===== src/rtl/seq_loader_if.sv =====
// Byte-stream input and sequence-RAM write bus of one sequence loader.
interface seq_loader_if #(parameter int N = 128);
   localparam int BIT = $clog2(N);

   logic           start;
   logic [7:0]     in_data;
   logic           in_valid;
   logic           in_ready;
   logic           ram_we;
   logic [BIT-1:0] ram_addr;
   logic [8:0]     ram_din;
   logic [BIT:0]   len;
   logic           done;
   logic           err;

   modport master (
      output start, in_data, in_valid,
      input  in_ready, ram_we, ram_addr, ram_din, len, done, err
   );

   modport slave (
      input  start, in_data, in_valid,
      output in_ready, ram_we, ram_addr, ram_din, len, done, err
   );
endinterface


===== src/rtl/seq_loader.sv =====
// Loads an ASCII nucleotide stream into sequence RAM, uppercasing a/c/g/t,
// and reports length plus done/error status.
//
// state | meaning
// IDLE  | waiting for the first start after reset
// LOAD  | accepting bytes, writing nucleotides
// DONE  | newline or full RAM ended the sequence; len valid
// ERR   | non-nucleotide byte received; len holds count so far
module seq_loader #(
   parameter int N = 128
) (
   input logic        clk,
   input logic        rst,
   seq_loader_if.slave bus
);
   localparam int BIT = $clog2(N);
   localparam int CW  = BIT + 1;

   localparam logic [1:0] IDLE = 2'd0;
   localparam logic [1:0] LOAD = 2'd1;
   localparam logic [1:0] DONE = 2'd2;
   localparam logic [1:0] ERR  = 2'd3;

   logic [1:0]     state_q, state_d;
   logic [BIT:0]   count_q, count_d;
   logic [BIT:0]   len_q, len_d;
   logic           ram_we_q, ram_we_d;
   logic [BIT-1:0] ram_addr_q, ram_addr_d;
   logic [8:0]     ram_din_q, ram_din_d;

   logic           accept;
   logic           is_lower;
   logic           is_nuc;
   logic           is_nl;
   logic [7:0]     upper;
   logic [BIT:0]   count_inc;

   assign bus.in_ready = (state_q == LOAD);
   assign accept       = bus.in_valid && bus.in_ready;
   assign count_inc    = count_q + 1'b1;

   always_comb begin
      is_lower = (bus.in_data == 8'h61) || (bus.in_data == 8'h63) ||
                 (bus.in_data == 8'h67) || (bus.in_data == 8'h74);
      upper    = is_lower ? (bus.in_data - 8'h20) : bus.in_data;
      is_nuc   = (upper == 8'h41) || (upper == 8'h43) ||
                 (upper == 8'h47) || (upper == 8'h54);
      is_nl    = (bus.in_data == 8'h0A) || (bus.in_data == 8'h0D);
   end

   always_comb begin
      state_d    = state_q;
      count_d    = count_q;
      len_d      = len_q;
      ram_we_d   = 1'b0;
      ram_addr_d = ram_addr_q;
      ram_din_d  = ram_din_q;

      // start wins over any byte handshaked in the same cycle.
      if (bus.start) begin
         state_d = LOAD;
         count_d = '0;
         len_d   = '0;
      end else if (state_q == LOAD && accept) begin
         if (is_nuc) begin
            ram_we_d   = 1'b1;
            ram_addr_d = count_q[BIT-1:0];
            ram_din_d  = {1'b0, upper};
            count_d    = count_inc;
            if (count_inc == CW'(N)) begin
               state_d = DONE;
               len_d   = count_inc;
            end
         end else if (is_nl) begin
            if (count_q != '0) begin
               state_d = DONE;
               len_d   = count_q;
            end
         end else begin
            state_d = ERR;
            len_d   = count_q;
         end
      end
   end

   always_ff @(posedge clk or posedge rst) begin
      if (rst) begin
         state_q    <= IDLE;
         count_q    <= '0;
         len_q      <= '0;
         ram_we_q   <= 1'b0;
         ram_addr_q <= '0;
         ram_din_q  <= '0;
      end else begin
         state_q    <= state_d;
         count_q    <= count_d;
         len_q      <= len_d;
         ram_we_q   <= ram_we_d;
         ram_addr_q <= ram_addr_d;
         ram_din_q  <= ram_din_d;
      end
   end

   assign bus.ram_we   = ram_we_q;
   assign bus.ram_addr = ram_addr_q;
   assign bus.ram_din  = ram_din_q;
   assign bus.len      = len_q;
   assign bus.done     = (state_q == DONE);
   assign bus.err      = (state_q == ERR);
endmodule


===== src/flat_wrapper.sv =====
// flat-port wrapper written by rule: the top's interface ports become plain ports
module seq_loader_flat 
#(
   parameter int N = 128
)
  (clk, rst, bus_start, bus_in_data, bus_in_valid, bus_in_ready, bus_ram_we, bus_ram_addr, bus_ram_din, bus_len, bus_done, bus_err);
  seq_loader_if #(.N(N)) bus_i ();
  input logic clk;
  input logic rst;
  input wire logic [$bits(bus_i.start)-1:0] bus_start;
  input wire logic [$bits(bus_i.in_data)-1:0] bus_in_data;
  input wire logic [$bits(bus_i.in_valid)-1:0] bus_in_valid;
  output wire logic [$bits(bus_i.in_ready)-1:0] bus_in_ready;
  output wire logic [$bits(bus_i.ram_we)-1:0] bus_ram_we;
  output wire logic [$bits(bus_i.ram_addr)-1:0] bus_ram_addr;
  output wire logic [$bits(bus_i.ram_din)-1:0] bus_ram_din;
  output wire logic [$bits(bus_i.len)-1:0] bus_len;
  output wire logic [$bits(bus_i.done)-1:0] bus_done;
  output wire logic [$bits(bus_i.err)-1:0] bus_err;
  assign bus_i.start = bus_start;
  assign bus_i.in_data = bus_in_data;
  assign bus_i.in_valid = bus_in_valid;
  assign bus_in_ready = bus_i.in_ready;
  assign bus_ram_we = bus_i.ram_we;
  assign bus_ram_addr = bus_i.ram_addr;
  assign bus_ram_din = bus_i.ram_din;
  assign bus_len = bus_i.len;
  assign bus_done = bus_i.done;
  assign bus_err = bus_i.err;
  seq_loader #(.N(N)) u_core (.clk(clk), .rst(rst), .bus(bus_i));
endmodule

===== config.mk =====
export PLATFORM = sky130hd
export DESIGN_NAME = seq_loader_flat
export DESIGN_NICKNAME = d
export VERILOG_FILES = /design/src/rtl/seq_loader_if.sv /design/src/rtl/seq_loader.sv /design/src/flat_wrapper.sv
export SDC_FILE = /design/constraint.sdc
export NUM_CORES = 1
export LEC_CHECK = 0
export ABC_AREA = 1
export CAP_MARGIN = 40
export CORE_ASPECT_RATIO = 1.75
export CORE_MARGIN = 5
export CORE_UTILIZATION = 44
export CTS_CLUSTER_DIAMETER = 50
export CTS_CLUSTER_SIZE = 12
export DETAILED_ROUTE_END_ITERATION = 16
export PLACE_DENSITY_LB_ADDON = 0.2
export SLEW_MARGIN = 20
export SYNTH_ARGS = -nofsm -noshare
export SYNTH_HDL_FRONTEND = slang
export SYNTH_SLANG_ARGS = --single-unit

===== constraint.sdc =====
create_clock -name clk -period 3.95 [get_ports clk]
set_input_delay 0.395 -clock clk [delete_from_list [all_inputs] [get_ports clk]]
set_output_delay 0.395 -clock clk [all_outputs]
set_load 0.01 [all_outputs]

==> results <==
- For this run, design rule violations remaining after detail routing come to 0.
- After synthesis the netlist holds a flip-flop and latch count of 34.
- The number of port buffers is 38.
- Sorting the synthesized cells by area gives the leading types as dfrtp_1 46%, nand2_1 12%, nand3_1 6.5%.
- Across the VDD grid, the largest voltage drop is 0.256 mV.
- The detailed-router iteration count before antenna repair is 4.
- STA classifies the critical path startpoint as an input port.
- Synthesis instantiated 29 different standard cells from the library.
- The data required time at the worst endpoint is 4.10 ns.
- The detailed router placed 1587 vias in this run.
- After the last flow step, the layout net total stands at 281.
- Entering global routing, the biggest net connects 35 pins.
- The violation count after the first detailed-route iteration is 47.
- The number of clock sinks seen by CTS is 34.
- The post-CTS clock slew at the launch and capture registers of the worst setup and hold paths is 0.07 ns.
- The headroom to the max-slew limit is 60.3%.
- Among all stages on the critical path, the largest delay is contributed by clkdlybuf4s50_1.
- The initial antenna violation count is 0.
- The overall routing resource usage is 17.5%.
- Buffers inserted to repair hold after CTS numbered 0.
- The number of buffers inserted during clock tree synthesis is 5.
- The first global-routing pass estimated 7400 um of wire.
- During I/O placement, the number of pins put on the boundary was 40.
- The number of global-route vias before repair is 1607.
- The cell chosen for the clock root is clkbuf_8.
- The run finished with clean final reports.
- The fraction of synthesized cell area taken by the top area cell type is 46.1%.
- The minimum setup slack among reg-to-reg paths is 1.69 ns.
- The floorplan has 31 rows.
- Dividing the synthesized area by the synthesized cell count gives 8.13 um2.
- Once routing completed, OpenROAD measured the worst setup slack at 1.64 ns.
- At the pin with the least slew margin, the transition time is 0.595 ns.
- Of all cell types, the one taking the most synthesized area is dfrtp_1.
- The number of buffers and inverters on the critical path is 2.
- The placer congestion estimate is 0.927.
- The worst hold path depth is 2.
- The sort of element at the end of the critical path is a register.
- In this run the standard cell core region covers 0.00411 mm2.
- The post-CTS setup repair buffer count is 0.
- Detailed placement finished with a half-perimeter wire length of 3220 um.
- The detail route stage leaves a number of antenna-violating nets equal to 0.
- The most common flop cell mapped by yosys is dfrtp_1.
- The worst setup path is of the in2reg kind.
- Relative to the synthesized area, the layout overhead comes to 27.8%.
- The post-route clock period utilization is 58.6%.
- Using the TritonRoute via totals, the vias-per-cell ratio works out to 5.02.
- After global routing the overflow that remains totals 0.
- The clock period could shrink to 2.31 ns.
- Traced cell by cell, the critical path runs through clkdlybuf4s50_1 -> inv_1 -> ha_1 -> nand4_1 -> nand3_1 -> nor2_2 -> nand3_2 -> nor2_1 -> a21oi_1.
- Synthesis produced a netlist with a net count of 242.
- Setup repair after global routing left no endpoint under its margin.
- The worst endpoint data arrival time is 2.47 ns.
- The path category of the worst min-delay check is reg2reg.
- Summing all multi-input logic gate instances after layout gives 822 um2.
- The count of H-tree levels built during CTS is 2.
- Across the run, the number of max-cap violations was 0.
- Ranked by instance count, the synthesized netlist is headed by 57 x nand2_1, 34 x dfrtp_1, 29 x inv_1, 24 x nand3_1, 11 x o21ai_1.
- The part of the Yosys area used for sequential elements is 46.1%.
- In this run the vertical extent of the chip is 95.7 um.
- The die footprint is 0.00564 mm2.
- The endpoint identified for the worst register-to-register timing path is u_core.bus.len[0]$_DFFE_PP0P_.
- In this run the horizontal extent of the chip is 59.0 um.
- Counting along the longest clock path gives a buffer depth of 2.
- The clock arrives with 0.00577 ns of skew.
- The power density over the cells is 343 mW/mm2.
- The number of filler cells placed in the layout is 418.
- 0 antenna diodes ended up in the layout.
- The cell count after synthesis came out at 227.
- The synthesized netlist occupies a cell area of 0.00185 mm2.
- After synthesis, the share of flip-flops with an asynchronous set or reset is 100%.
- Of all nets on the critical path, the largest fanout is 32.
- The final hold violation count was 0.
- The total leakage power is 1.14 nW.
- The worst register-to-register path begins at u_core.count_q[0]$_DFFE_PP0P_.
- Before CTS, the worst setup slack after placement is 1.31 ns.
- The cell family contributing the most delay on the critical path is simple AND/OR/NAND/NOR gates.
- The aggregate routed wire length is 4310 um.
- The worst hold slack across all endpoints is 0.470 ns.
- The worst stage delay on the critical path is 0.52 ns.
- After detailed routing, the average wire length per cell comes to 13.6 um.
- After clock tree synthesis, the repair step resized 0 gates.
- The max-slew violation count is 0.
- Measured in cells, the most critical reg-to-reg path has a length of 11.
- The synthesis warning total is 0.
- The fraction of final layout cells with drive strength greater than 1 is 15.0%.
- The clock latency reported for the late side of the worst-skew pair is 0.29 ns.
- Counting flops with a built-in enable in the synthesized netlist gives 0.
- Once the floorplan was initialized, standard cells occupied 44.9% of the core.
- In the final layout, flip-flops and latches occupy 851 um2.
- Derived from the worst setup path, the maximum achievable clock frequency is 432 MHz.
- The most instantiated library cell after synthesis is nand2_1.
- The final count of negative-setup-slack endpoints is 0.
- The worst hold path terminates at u_core.bus.ram_din[7]$_DFFE_PP0P_.
- TritonCTS built the clock tree.
- The worst hold path begins at u_core.bus.ram_din[7]$_DFFE_PP0P_.
- The total negative slack for setup checks is 0 ns.
-- layout make-up --
cell class              count  area share (%)
clock buffers               5            2.92
inverters                  34            5.41
repair buffers             39            16.4
multi-input cells         152            34.9
clock inverters             3            1.70
flip-flops and latches     34            36.1
well taps                  49            2.60
-- logic make-up (layout without fill, tap and decap cells) --
| logic type | count (synthesis) | count (layout) | share of synthesized area (%) |
|---|---|---|---|
| adders and majority gates | 3 | 3 | 2.03 |
| xor gates and xnor gates | 2 | 2 | 1.36 |
| and+or+nand+nor | 110 | 110 | 27.1 |
| DFF | 34 | 34 | 46.1 |
| AOI/OAI and AO/OA | 36 | 36 | 13.9 |
| buffers and inverters | 41 | 81 | 9.36 |
| other | 1 | 1 | 0.203 |
-- worst reg2reg max path, stage by stage, from the launching register on --
cell,delay (ns)
dfrtp_1,0.45
ha_1,0.29
nand2_2,0.09
nor2_2,0.13
xor2_2,0.20
nand2_1,0.07
nor2_1,0.10
a21oi_1,0.08
nand2_1,0.07
nand3_2,0.38
nand2_1,0.22
o21ai_2,0.07
-- routing by layer --
layer	track usage [%]	up-vias	share of wire [%]
li1	-	806	-
met1	19.4	744	41
met2	31.8	32	54
met3	2.44	5	3.3
met4	8.13	0	2.0
met5	0	-	0
-- cell usage in the layout (no fill, tap or decap), types with 2 or more instances in the layout --
master,n
nor2_2,4
clkinv_2,2
o21ai_2,10
dfrtp_1,34
o21ai_1,11
ha_1,3
nand2_2,5
nand3_1,24
nor3_1,3
a21oi_1,4
nand4_1,3
clkdlybuf4s50_1,38
inv_2,5
inv_1,29
o22ai_1,7
nor2_1,10
nand3_2,2
clkbuf_8,5
nand2_1,57
-- how the worst max path moves through the flow --
stage,startpoint,depth (start not counted),slack [ns],to
after floorplan,u_core.count_q[0]$_DFFE_PP0P_,12,2.21,u_core.state_q[0]$_DFFE_PP0P_
after global placement,bus_in_data[6],9,1.39,u_core.bus.ram_addr[0]$_DFFE_PP0P_
after detailed placement,bus_in_data[6],9,1.31,u_core.bus.ram_addr[0]$_DFFE_PP0P_
after CTS,bus_in_data[6],9,1.62,u_core.bus.ram_addr[0]$_DFFE_PP0P_
after global routing,bus_in_data[1],13,1.38,u_core.count_q[0]$_DFFE_PP0P_
final,bus_in_data[6],9,1.64,u_core.bus.ram_addr[0]$_DFFE_PP0P_
-- sequential cells by signal, summed over array words and instances (netlist names) --
name                 cells
u_core.count_q           8
u_core.state_q           2
u_core.bus.ram_we        1
u_core.bus.ram_addr      7
u_core.bus.len           8
u_core.bus.ram_din       8
-- through the flow --
stage	area (um2)	utilization, %	cells	power (mW)
after floorplan	1850	-	227	0.447
after global placement	2250	54.7	308	0.502
after detailed placement	2250	54.7	308	0.503
after CTS	2360	57.4	316	0.820
after global routing	2360	57.4	316	0.845
final	2360	57.4	316	0.809
-- power breakdown --
group,total [mW],leakage [nW],switching [mW],internal [mW]
Combinational,0.122,0.619,0.0648,0.0569
Sequential,0.373,0.462,0.00991,0.363
Clock,0.314,0.0579,0.129,0.186
Total,0.809,1.14,0.203,0.606
Power figures use the tool's default switching activity.
